[config.mk]
export PLATFORM = sky130hd
export DESIGN_NAME = keypad_debouncer
export DESIGN_NICKNAME = d
export VERILOG_FILES = /design/src/rtl/keypad_debouncer.sv
export SDC_FILE = /design/constraint.sdc
export NUM_CORES = 1
export LEC_CHECK = 0
export ABC_AREA = 1
export CAP_MARGIN = 25
export CORE_UTILIZATION = 49
export DETAILED_ROUTE_END_ITERATION = 8
export PLACE_DENSITY = 0.82
export SETUP_SLACK_MARGIN = 0.02
export SYNTH_ARGS = -nofsm -noshare
export SYNTH_HDL_FRONTEND = slang
export SYNTH_SLANG_ARGS = --single-unit
[constraint.sdc]
create_clock -name clk -period 1.6 [get_ports clk]
set_input_delay 0.48 -clock clk [delete_from_list [all_inputs] [get_ports clk]]
set_output_delay 0.48 -clock clk [all_outputs]
set_load 0.05 [all_outputs]
[src/rtl/keypad_debouncer.sv]
// keypad_debouncer: multi-channel column debouncer
// sync -> tick-gated stability counter -> level, strobes, key code
module keypad_debouncer #(
  parameter int N_COLS        = 3,
  parameter int STABLE_CYCLES = 4,
  parameter int TICK_DIV      = 1
) (
  input  logic              clk,
  input  logic              reset,
  input  logic [N_COLS-1:0] column,
  output logic [N_COLS-1:0] key_state,
  output logic [N_COLS-1:0] key_press,
  output logic [N_COLS-1:0] key_release,
  output logic              any_key_down,
  output logic [((N_COLS > 1) ? $clog2(N_COLS) : 1)-1:0] key_code
);

  localparam int CW = $clog2(STABLE_CYCLES + 1);
  localparam int PW = (TICK_DIV > 1) ? $clog2(TICK_DIV) : 1;
  localparam int KW = (N_COLS > 1) ? $clog2(N_COLS) : 1;

  localparam logic [CW-1:0] CNT_LAST = CW'(STABLE_CYCLES - 1);
  localparam logic [PW-1:0] DIV_LAST = PW'(TICK_DIV - 1);

  logic [N_COLS-1:0] sync1;
  logic [N_COLS-1:0] sync2;
  logic [N_COLS-1:0] raw;
  logic [PW-1:0]     pcnt;
  logic              tick;
  logic [CW-1:0]     cnt_q [N_COLS];
  logic [CW-1:0]     cnt_d [N_COLS];
  logic [N_COLS-1:0] flip;

  // two-flop synchroniser on the raw active-low lines
  always_ff @(posedge clk or negedge reset) begin
    if (!reset) begin
      sync1 <= '1;
      sync2 <= '1;
    end else begin
      sync1 <= column;
      sync2 <= sync1;
    end
  end

  assign raw  = ~sync2;
  assign tick = (pcnt == DIV_LAST);

  // sample-tick prescaler, wraps at TICK_DIV-1
  always_ff @(posedge clk or negedge reset) begin
    if (!reset) begin
      pcnt <= '0;
    end else if (tick) begin
      pcnt <= '0;
    end else begin
      pcnt <= pcnt + 1'b1;
    end
  end

  // per-channel stability counting; agreeing sample cancels
  always_comb begin
    flip = '0;
    for (int i = 0; i < N_COLS; i++) begin
      cnt_d[i] = cnt_q[i];
      if (tick) begin
        if (raw[i] == key_state[i]) begin
          cnt_d[i] = '0;
        end else if (cnt_q[i] == CNT_LAST) begin
          cnt_d[i] = '0;
          flip[i]  = 1'b1;
        end else begin
          cnt_d[i] = cnt_q[i] + 1'b1;
        end
      end
    end
  end

  // counters, debounced level and edge strobes
  always_ff @(posedge clk or negedge reset) begin
    if (!reset) begin
      for (int i = 0; i < N_COLS; i++) begin
        cnt_q[i] <= '0;
      end
      key_state   <= '0;
      key_press   <= '0;
      key_release <= '0;
    end else begin
      for (int i = 0; i < N_COLS; i++) begin
        cnt_q[i] <= cnt_d[i];
      end
      key_state   <= key_state ^ flip;
      key_press   <= flip & ~key_state;
      key_release <= flip & key_state;
    end
  end

  // summary flag and lowest-index priority encode
  always_comb begin
    any_key_down = |key_state;
    key_code     = '0;
    for (int i = N_COLS - 1; i >= 0; i--) begin
      if (key_state[i]) begin
        key_code = KW'(i);
      end
    end
  end

endmodule

Yosys cells after proc, flatten, opt, wreduce, memory -nomap -nowiden
Cells that the tools add are included.
Word-level totals
  register bits: 25
  input bits: 5
  output and inout bits: 12
  logic and storage cells: 44
Cells by class
  $add $sub $neg: 4
  equal/unequal tests: 6
  mux-type cells: 19
  bitwise logic cells: 5
  reductions and logical operators: 1
Operator list (number)
  2-to-1 mux 3 bit: 6
  2-to-1 mux 1 bit: 10
  adder 3 x 1 -> 3 bit (second input constant): 3
  equality test 3 x 2 -> 1 bit (second input constant): 3
  bitwise AND 3 bit: 2
  2-to-1 mux 2 bit: 3
  NOT 3 bit: 2
  equality test 1 bit: 3
  OR reduction 3 bit: 1
  XOR 3 bit: 1
  adder 1 bit (second input constant): 1

Logic depth before layout (Yosys ltp)
Gate-level depths: netlist of run 1.
  depth after elaboration: 5
  depth in mapped cells: 6
  depth with buffers taken out: 6

Worst setup path after synthesis of run 1
OpenSTA, ideal clock, no wires.
  kind: register to output
  start point: reg key_state[2]
  end point: out key_code[1] in the netlist's numbering
  arrival time: 1.876 ns
  data required time: 1.120 ns
  setup slack: -0.756 ns
  stages on the path, launching flop included: 3
  path buffers: 0
  path through: dfrtp_1 -> inv_1 -> nor3_1
Between the ends
  word-level cells in the longest chain between the ends: 3
RTL lines
  start: declaration: line 11  | output logic [N_COLS-1:0] key_state,
  start signal: assignment: line 90  | key_state <= key_state ^ flip;
  2-to-1 mux 2 bit (3 in series): line 101  | if (key_state[i]) begin
  end: declaration: line 15  | output logic [((N_COLS > 1) ? $clog2(N_COLS) : 1)-1:0] key_code
No other way between the ends.

Final worst setup path of run 1
  start point: reg key_state[1]
  end point: out key_code[1] in the netlist's numbering
Between the ends
  word-level cells in the longest chain between the ends: 2
RTL lines (line)
  2-to-1 mux 2 bit (2 in series): 101
No other way between the ends.

==> results of run 1 <==
sequential cells by signal, indices dropped and copies added (netlist names):
register	count
cnt_q	9
key_press	3
key_release	3
key_state	3
sync1	3
sync2	3
worst register-to-register path, cell delays in order (launching register included):
cell and delay [ns]:
dfrtp_2 0.47, inv_2 0.07, buf_4 0.13, buf_4 0.13
nand2_2 0.05, nand2_2 0.06, nor2_1 0.14, ha_1 0.25
inv_1 0.05
power by group through the flow:
stage	Sequential (uW)	Clock, uW	Combinational (uW)
floorplan	1030	0	448
global placement	880	0	1080
detailed placement	896	0	1100
CTS	853	309	1280
global route	869	341	1380
finish	858	308	1280
worst paths after layout:
kind,end,slack [ns],cells after the start,from
max in group asynchronous,sync1[0],0.81,2,reset
worst max-delay path,key_code[1],-0.03,2,key_state[1]
min in group asynchronous,key_press[2],0.50,2,reset
worst min-delay path,sync2[1],0.36,0,sync1[1]
worst min register to register,sync2[1],0.36,0,sync1[1]
worst max register to register,key_state[0],0.20,8,key_state[0]
cell usage in the layout, fill, tap and decap left out:
cell and count:
inv_2 1, dfrtp_2 3, buf_4 7, nor2_1 12, clkbuf_4 3, buf_12 12
dfstp_2 6, ha_1 9, inv_1 16, nand2_1 17, clkbuf_8 1, nand3_2 1
clkdlybuf4s50_1 4, nor2_4 1, inv_4 2, nor3_4 1, nand2_2 3, dfrtp_1 15
per-layer routing:
layer  share of wire (%)  vias up  global-route usage (%)
met1                  42      290                    18.0
met3                 3.2        2                    4.37
met4                 1.3        0                    6.67
li1                    -      307                       -
met2                  53       12                    30.6
met5                   0        -                       0
logic make-up after synthesis:
family / Yosys count / synth area share (%)
flops: 24 / 65.1
fa+ha+maj: 9 / 12.1
simple gates: 35 / 15.1
buf+inv: 19 / 7.64
timing repair:
action / CTS / global route
endpoints found under the hold margin: 0 / 0
buffers inserted: 6 / 0
pin swaps: 2 / 2
gates resized for setup: 3 / 1
endpoints found under the setup margin: 3 / 5
stage by stage:
step / util, % / instance area [um^2]
detailed placement: 72.0 / 1270
global placement: 72.0 / 1270
floorplan: - / 951
global route: 77.4 / 1370
CTS: 77.3 / 1360
finish: 77.4 / 1370
layout make-up:
class | instances | area [um^2]
flip-flops and latches | 24 | 612
fillers | 120 | 398
repair buffers | 23 | 333
multi-input cells | 44 | 278
inverters | 19 | 76.3
clock buffers | 4 | 36.3
well taps | 25 | 31.3
==> results.toml, run 1 <==
[global_route]
grt_usage_pct = 16.7
antenna_found_initial = 0
grt_pass1_wl_um = 2390
grt_pass1_vias = 608
grt.overflow.total = 0
grt_max_degree = 25

[route]
num_vias = 611
viasPerCell = 4.40
wirelength_um = 1390
drt-initial-drc-count = 5
drt_drc_violations_left = 0
dr.pass1.iters = 5
antenna_left = 0
wl_per_cell_um = 10.0

[synth]
synth_ff_type = "dfrtp_1"
synth-seq-area-share_pct = 65.1
ys_warn_count = 0
yosysMostFrequentCell = "dfrtp_1"
ys_types = 10
ys_seq_elements = 24
async_flop_share_pct = 100
syn_area_um2 = 933
ys_top_cells_by_count = "dfrtp_1, inv_1, nand2_1"
synth.largest_area_cell = "dfrtp_1"
synth_edf_count = 0
synth_top_area_share_pct = 48.3
syn-num-nets = 101
syn_area_per_cell_um2 = 10.7
syn_inst = 87
synth_area_leaders = "dfrtp_1, dfstp_2, ha_1, inv_1, nand2_1"

[timing]
tightestPinTransition_ns = 0.278
clock_skew_ns = 0.00353
fmax_ghz = 0.613
whs_ns = 0.363
rsz0062_at_grt = "true"
setup_ws_ns = -0.0316
maxSlewViolCount = 0
slew_headroom_pct = 81.4
setup_viol = 2
fin_crit_sh_pct = 102
hold_viol = 0
fin_crit_ns = 1.63
setup_tns_ns = -0.0600

[worst_setup_path]
cp_num_buf_inv = 1
crit_chain = "nor3_4 > buf_12"
setup.worst_path.class = "flop to output port"
cp_max_fo = 3
cp-end-kind = "output port"
worstPathRequired_ns = 1.12
crit_arrival_ns = 1.15
cp_slowest_cell = "dfrtp_2"
cp_top_family = "flip-flops"
max_stage_delay_ns = 0.47
startpoint_type = "flop"

[cells_and_area]
flow.area_growth_from_synthesis_pct = 46.4
diodes = 0
fin_nets = 129
finalNonFillerCells = 139
drive_gt1_share_pct = 36.0

[status]
violations = "setup timing"
outcome = "finished with violations"

[power_and_ir_drop]
p_clk_share_pct = 12.6
p_per_area_nw_per_um2 = 1790
finalPower_uw = 2450
ir_worst_vdd_uv = 1240
p_switching_uw = 971
netSwitchingFraction_pct = 39.7
leakage_uw = 0.000700
cell_internal_pwr_uw = 1480
seq_power_share_pct = 35.1
pwr-share-comb_pct = 52.3

[clocking]
clk_pin_slew_ns = 0.12
cts_htree_levels = 1
worstSkewPairLatency_ns = 0.31
cts_buffers = 3
cts-root-buf = "clkbuf_4"
clkSinkCount = 24
cts.path.max_buffers = 2
cts_tree = "built"
hold_buffers = 0

[floorplanning]
core_um2 = 1760
initial_utilization_pct = 52.9
ioPinCount = 17
die_w_um = 45.6
fp.dieArea_um2 = 2080
die_h_um = 45.6
rows = 15

[place]
io_buffers = 16
dp_cells = 129
dp_slack_ns = 0.246
place.gp.congestion = 0.720
post-dp-hpwl_um = 1030

[flow_run]
maxCapViolations = 0

[worst_hold_path]
hp-class = "flop to flop"
No activity file was read; power rests on OpenSTA's default activity.
==> run 2, diff against run 1 <==
--- a/config.mk
+++ b/config.mk
@@ -5,11 +5,10 @@
 export SDC_FILE = /design/constraint.sdc
 export NUM_CORES = 1
 export LEC_CHECK = 0
-export ABC_AREA = 1
 export CAP_MARGIN = 25
 export CORE_UTILIZATION = 49
 export DETAILED_ROUTE_END_ITERATION = 8
-export PLACE_DENSITY = 0.82
+export PLACE_DENSITY_LB_ADDON = 0.25
 export SETUP_SLACK_MARGIN = 0.02
 export SYNTH_ARGS = -nofsm -noshare
 export SYNTH_HDL_FRONTEND = slang
==> results.toml, run 2 <==
[place]
place.gp.congestion = 0.661
post-dp-hpwl_um = 1060
place_area_um2 = 1240
io_buffers = 16

[cells_and_area]
fin_nets = 102
diodes = 0
largest_register = "cnt_q"
final_common_cell = "dfrtp_1"
final_cell_mix = "dfrtp_1, buf_12, ha_1"
largest_reg_flops = 9
flow.area_growth_from_synthesis_pct = 46.8
fin_area_um2 = 1330
drive_gt1_share_pct = 48.3

[synth]
syn-num-nets = 75
ys_seq_elements = 24
syn_inst = 61
ys_types = 14
yosysMostFrequentCell = "dfrtp_1"
synth-seq-area-share_pct = 67.1
synth_edf_count = 0
syn_area_per_cell_um2 = 14.9
synth_area_leaders = "dfrtp_1, dfstp_2, ha_1, xor2_2, nor3b_1"
ys_top_cells_by_count = "dfrtp_1, ha_1, inv_1"
synth_ff_type = "dfrtp_1"
async_flop_share_pct = 100
synth.largest_area_cell = "dfrtp_1"
syn_area_um2 = 906
ys_warn_count = 0
synth_top_area_share_pct = 49.7

[route]
viasPerCell = 4.54
drt-initial-drc-count = 3
dr.pass1.iters = 2
wl_per_cell_um = 12.2
num_vias = 508
antenna_left = 0
wirelength_um = 1370
drt_drc_violations_left = 0

[clocking]
cts-root-buf = "clkbuf_4"
cts.path.max_buffers = 2
clk_pin_slew_ns = 0.12
cts_htree_levels = 1
worstSkewPairLatency_ns = 0.30
hold_buffers = 0
cts_buffers = 3
cts_tree = "built"
clkSinkCount = 24

[worst_setup_path]
setup.worst_path.class = "flop to output port"
reg2reg_from = "key_state[0]"
cp_top_family = "flip-flops"
cp_num_buf_inv = 1
worst-r2r-setup-slack_ns = 0.09
worstPathRequired_ns = 1.12
crit_start = "key_state[1]"
crit_chain = "nor3_4 > buf_12"
cp_max_fo = 3
crit_end = "key_code[1]"
cp_slowest_cell = "dfrtp_2"
crit_cells = 2
cp-end-kind = "output port"
startpoint_type = "flop"
r2r_cells = 6
max_stage_delay_ns = 0.46
reg2reg_to = "key_state[0]"
crit_arrival_ns = 1.15

[global_route]
grt_usage_pct = 16.9
antenna_found_initial = 0
grt.overflow.total = 0
grt_pass1_wl_um = 2310
grt_max_degree = 25
grt_pass1_vias = 512

[power_and_ir_drop]
p_clk_share_pct = 12.9
p_per_area_nw_per_um2 = 1760
netSwitchingFraction_pct = 38.6
cell_internal_pwr_uw = 1440
pwr-share-comb_pct = 51.5
leakage_uw = 0.000646
seq_power_share_pct = 35.7
p_switching_uw = 906
ir_worst_vdd_uv = 914

[floorplanning]
fp.dieArea_um2 = 2020
rows = 15
die_h_um = 45.0
die_w_um = 45.0
initial_utilization_pct = 52.5
ioPinCount = 17
core_um2 = 1730

[status]
outcome = "finished with violations"
violations = "setup timing"

[timing]
maxSlewViolCount = 0
setup_viol = 2
slew_headroom_pct = 78.4
setup_ws_ns = -0.0270
fin_crit_ns = 1.63
tightestPinTransition_ns = 0.322
hold_viol = 0
fmax_ghz = 0.615
clock_skew_ns = 0.00234
fin_crit_sh_pct = 102
setup_tns_ns = -0.0346
rsz0062_at_grt = "true"

[worst_hold_path]
hp-class = "flop to flop"

[flow_run]
maxCapViolations = 0
-- run 2: worst min-delay path by stage --
stage | end | slack, ns | cells after the start | from
3_5_place_dp | sync2[2] | 0.35 | 0 | sync1[2]
6_report | sync2[2] | 0.37 | 0 | sync1[2]
3_3_place_gp | sync2[2] | 0.35 | 0 | sync1[2]
5_1_grt | sync2[2] | 0.37 | 0 | sync1[2]
2_1_floorplan | cnt_q[0] | 0.18 | 0 | reset
4_1_cts | sync2[2] | 0.37 | 0 | sync1[2]
-- run 2: power by group through the flow --
stage	sequential (uW)	clock [uW]	combinational, uW
2_1_floorplan	1020	0	402
3_3_place_gp	887	0	1000
3_5_place_dp	897	0	1030
4_1_cts	829	310	1170
5_1_grt	849	339	1300
6_report	837	302	1210
-- run 2: cell families after synthesis --
group | after synthesis | synth area share [%]
simple gates | 18 | 13.0
flops | 24 | 67.1
fa+ha+maj | 9 | 12.4
xor+xnor | 3 | 4.56
buf+inv | 7 | 2.90
-- run 2: worst register-to-register path, delay by kind of cell, from the launching register on --
family                   cells  cell delay [ns]
flip-flops                   1             0.49
buffers and inverters        3             0.31
adder cells (fa/ha/maj)      1             0.28
XOR/XNOR                     1             0.23
AND/OR/NAND/NOR              1             0.11
-- run 2: final cells by class --
class / instances / area (um^2)
multi-input cells: 30 / 295
repair buffers: 22 / 329
fillers: 104 / 397
flip-flops and latches: 24 / 612
well taps: 25 / 31.3
inverters: 7 / 26.3
clock buffers: 4 / 36.3
-- run 2: what timing repair did --
item	4_1_cts	5_1_grt
resized for setup	3	2
setup buffers	3	2
endpoints found under the setup margin	3	5
pin swaps	2	0
-- run 2: routing by layer --
layer  routed length (um)  GRT usage [%]  vias up
met5                    0              0        -
met2                  722           26.1       13
met3                   39           3.60        4
li1                     -              -      244
met4                   26           9.09        0
met1                  578           22.5      247
-- run 2: stage by stage --
stage	hold slack, ns	utilization, %	power [uW]	instances	worst slack (ns)
after global placement	0.346	72.0	1890	103	0.245
after global routing	0.372	77.0	2490	112	-0.0801
after floorplan	0.184	-	1420	61	-0.0185
final	0.365	77.0	2350	112	-0.0270
after detailed placement	0.349	72.0	1930	103	0.225
after CTS	0.367	75.7	2310	110	-0.0427
==> run 3, diff against run 2 <==
--- a/config.mk
+++ b/config.mk
@@ -8,7 +8,7 @@
 export CAP_MARGIN = 25
 export CORE_UTILIZATION = 49
 export DETAILED_ROUTE_END_ITERATION = 8
-export PLACE_DENSITY_LB_ADDON = 0.25
+export PLACE_DENSITY = 0.75
 export SETUP_SLACK_MARGIN = 0.02
 export SYNTH_ARGS = -nofsm -noshare
 export SYNTH_HDL_FRONTEND = slang
==> results.toml, run 3 (synthesized netlist as in run 2, its figures left out) <==
[worst_hold_path]
whs_endpoint = "sync2[1]"
hp-class = "flop to flop"
min-delay-start = "sync1[1]"
holdPathStages = 0

[power_and_ir_drop]
ir_worst_vdd_uv = 1070
pwr-share-comb_pct = 52.7
leakage_uw = 0.000658
cell_internal_pwr_uw = 1470
seq_power_share_pct = 34.4
p_switching_uw = 945
netSwitchingFraction_pct = 39.1
finalPower_uw = 2420
p_per_area_nw_per_um2 = 1800
p_clk_share_pct = 13.0

[cells_and_area]
fillers = 103
drive_gt1_share_pct = 47.2
diodes = 0
final_cell_mix = "dfrtp_1, buf_12, ha_1"
final_common_cell = "dfrtp_1"
largest_register = "cnt_q"
fin_nets = 104
flow.area_growth_from_synthesis_pct = 48.3
largest_reg_flops = 9

[floorplanning]
die_w_um = 45.0
rows = 15
ioPinCount = 17
initial_utilization_pct = 52.5
fp.dieArea_um2 = 2020
core_um2 = 1730
die_h_um = 45.0

[worst_setup_path]
startpoint_type = "flop"
crit_chain = "buf_6 > nor3_4 > buf_12"
reg2reg_from = "cnt_q[3]"
cp_slowest_cell = "dfrtp_2"
r2r_cells = 5
cp_max_fo = 3
max_stage_delay_ns = 0.45
cp_top_family = "flip-flops"
setup.worst_path.class = "flop to output port"
worst-r2r-setup-slack_ns = 0.15
reg2reg_to = "key_state[1]"
crit_arrival_ns = 1.21
worstPathRequired_ns = 1.12
cp-end-kind = "output port"
cp_num_buf_inv = 2

[clocking]
cts_htree_levels = 1
cts.path.max_buffers = 2
worstSkewPairLatency_ns = 0.31
clk_pin_slew_ns = 0.13
cts_buffers = 3
hold_buffers = 0
cts-root-buf = "clkbuf_4"
clkSinkCount = 24
cts_tree = "built"

[global_route]
grt_pass1_vias = 593
grt_pass1_wl_um = 2670
grt_usage_pct = 19.7
grt_max_degree = 25
grt.overflow.total = 0
antenna_found_initial = 0

[timing]
clock_skew_ns = 0.00182
tightestPinTransition_ns = 0.294
rsz0062_at_grt = "true"
fin_crit_ns = 1.69
fin_crit_sh_pct = 105
setup_viol = 4
fmax_ghz = 0.593
slew_headroom_pct = 80.3
setup_tns_ns = -0.213
setup_ws_ns = -0.0876
hold_viol = 0
maxSlewViolCount = 0

[place]
place.gp.congestion = 0.652
dp_slack_ns = 0.176
post-dp-hpwl_um = 1060
io_buffers = 16

[route]
drt_drc_violations_left = 0
dr.pass1.iters = 4
viasPerCell = 4.72
antenna_left = 0
wl_per_cell_um = 13.9
drt-initial-drc-count = 3
wirelength_um = 1590
num_vias = 538

[status]
violations = "setup timing"
outcome = "finished with violations"

[flow_run]
maxCapViolations = 0
## run 3: changes by cell type in the layout (fill, tap and decap cells not counted), sizes merged
cell,previous run,this run
buf,18,20
## run 3: worst max path at each step
| stage | end | cells past startpoint | slack (ns) | from |
|---|---|---|---|---|
| 6_report | key_code[1] | 3 | -0.09 | key_state[1] |
| 5_1_grt | key_code[1] | 2 | -0.15 | key_state[0] |
| 4_1_cts | key_code[1] | 2 | -0.08 | key_state[0] |
| 3_5_place_dp | key_state[1] | 5 | 0.18 | cnt_q[3] |
| 3_3_place_gp | any_key_down | 3 | 0.24 | key_state[1] |
| 2_1_floorplan | key_code[0] | 2 | -0.02 | key_state[1] |
## run 3: stage by stage
stage               area [um^2]  instances  utilization, %  hold WS [ns]
global route               1340        114            77.8         0.374
finish                     1340        114            77.8         0.366
detailed placement         1240        103            72.0         0.348
CTS                        1340        113            77.4         0.366
global placement           1240        103            72.0         0.346
floorplan                   923         61               -         0.184
## run 3: power by group through the flow
| stage | clock network (uW) | logic, uW | registers (uW) |
|---|---|---|---|
| after floorplan | 0 | 402 | 1020 |
| after global placement | 0 | 1010 | 884 |
| after detailed placement | 0 | 1050 | 893 |
| after CTS | 323 | 1240 | 825 |
| after global routing | 346 | 1360 | 846 |
| final | 314 | 1270 | 831 |
## run 3: cell type report
class | count | area [um^2] | area share, %
Clock buffer | 4 | 36.3 | 2.70
Inverter | 7 | 26.3 | 1.96
Multi-Input combinational cell | 30 | 290 | 21.6
Sequential cell | 24 | 612 | 45.5
Tap cell | 25 | 31.3 | 2.33
Timing Repair Buffer | 24 | 348 | 25.9
## run 3: routing by layer
layer  share of wire (%)  up-vias  wire (um)  global-route usage, %
met5                   0        -          0                      0
met4                 2.3        0         36                   10.9
met3                 4.0        4         63                   4.00
met2                  58       19        913                   34.8
met1                  36      266        572                   22.0
li1                    -      249          -                      -
## run 3: worst register-to-register path: stages (launching register included)
cell and delay (ns):
dfrtp_1 0.41, ha_1 0.22, and2b_2 0.22, nor2b_2 0.17, ha_1 0.29, inv_1 0.05
## run 3: timing repair
item                                    CTS  global route
gates cloned                              0             0
setup buffers                             6             1
resized for setup                         3             0
endpoints found under the setup margin    3             5
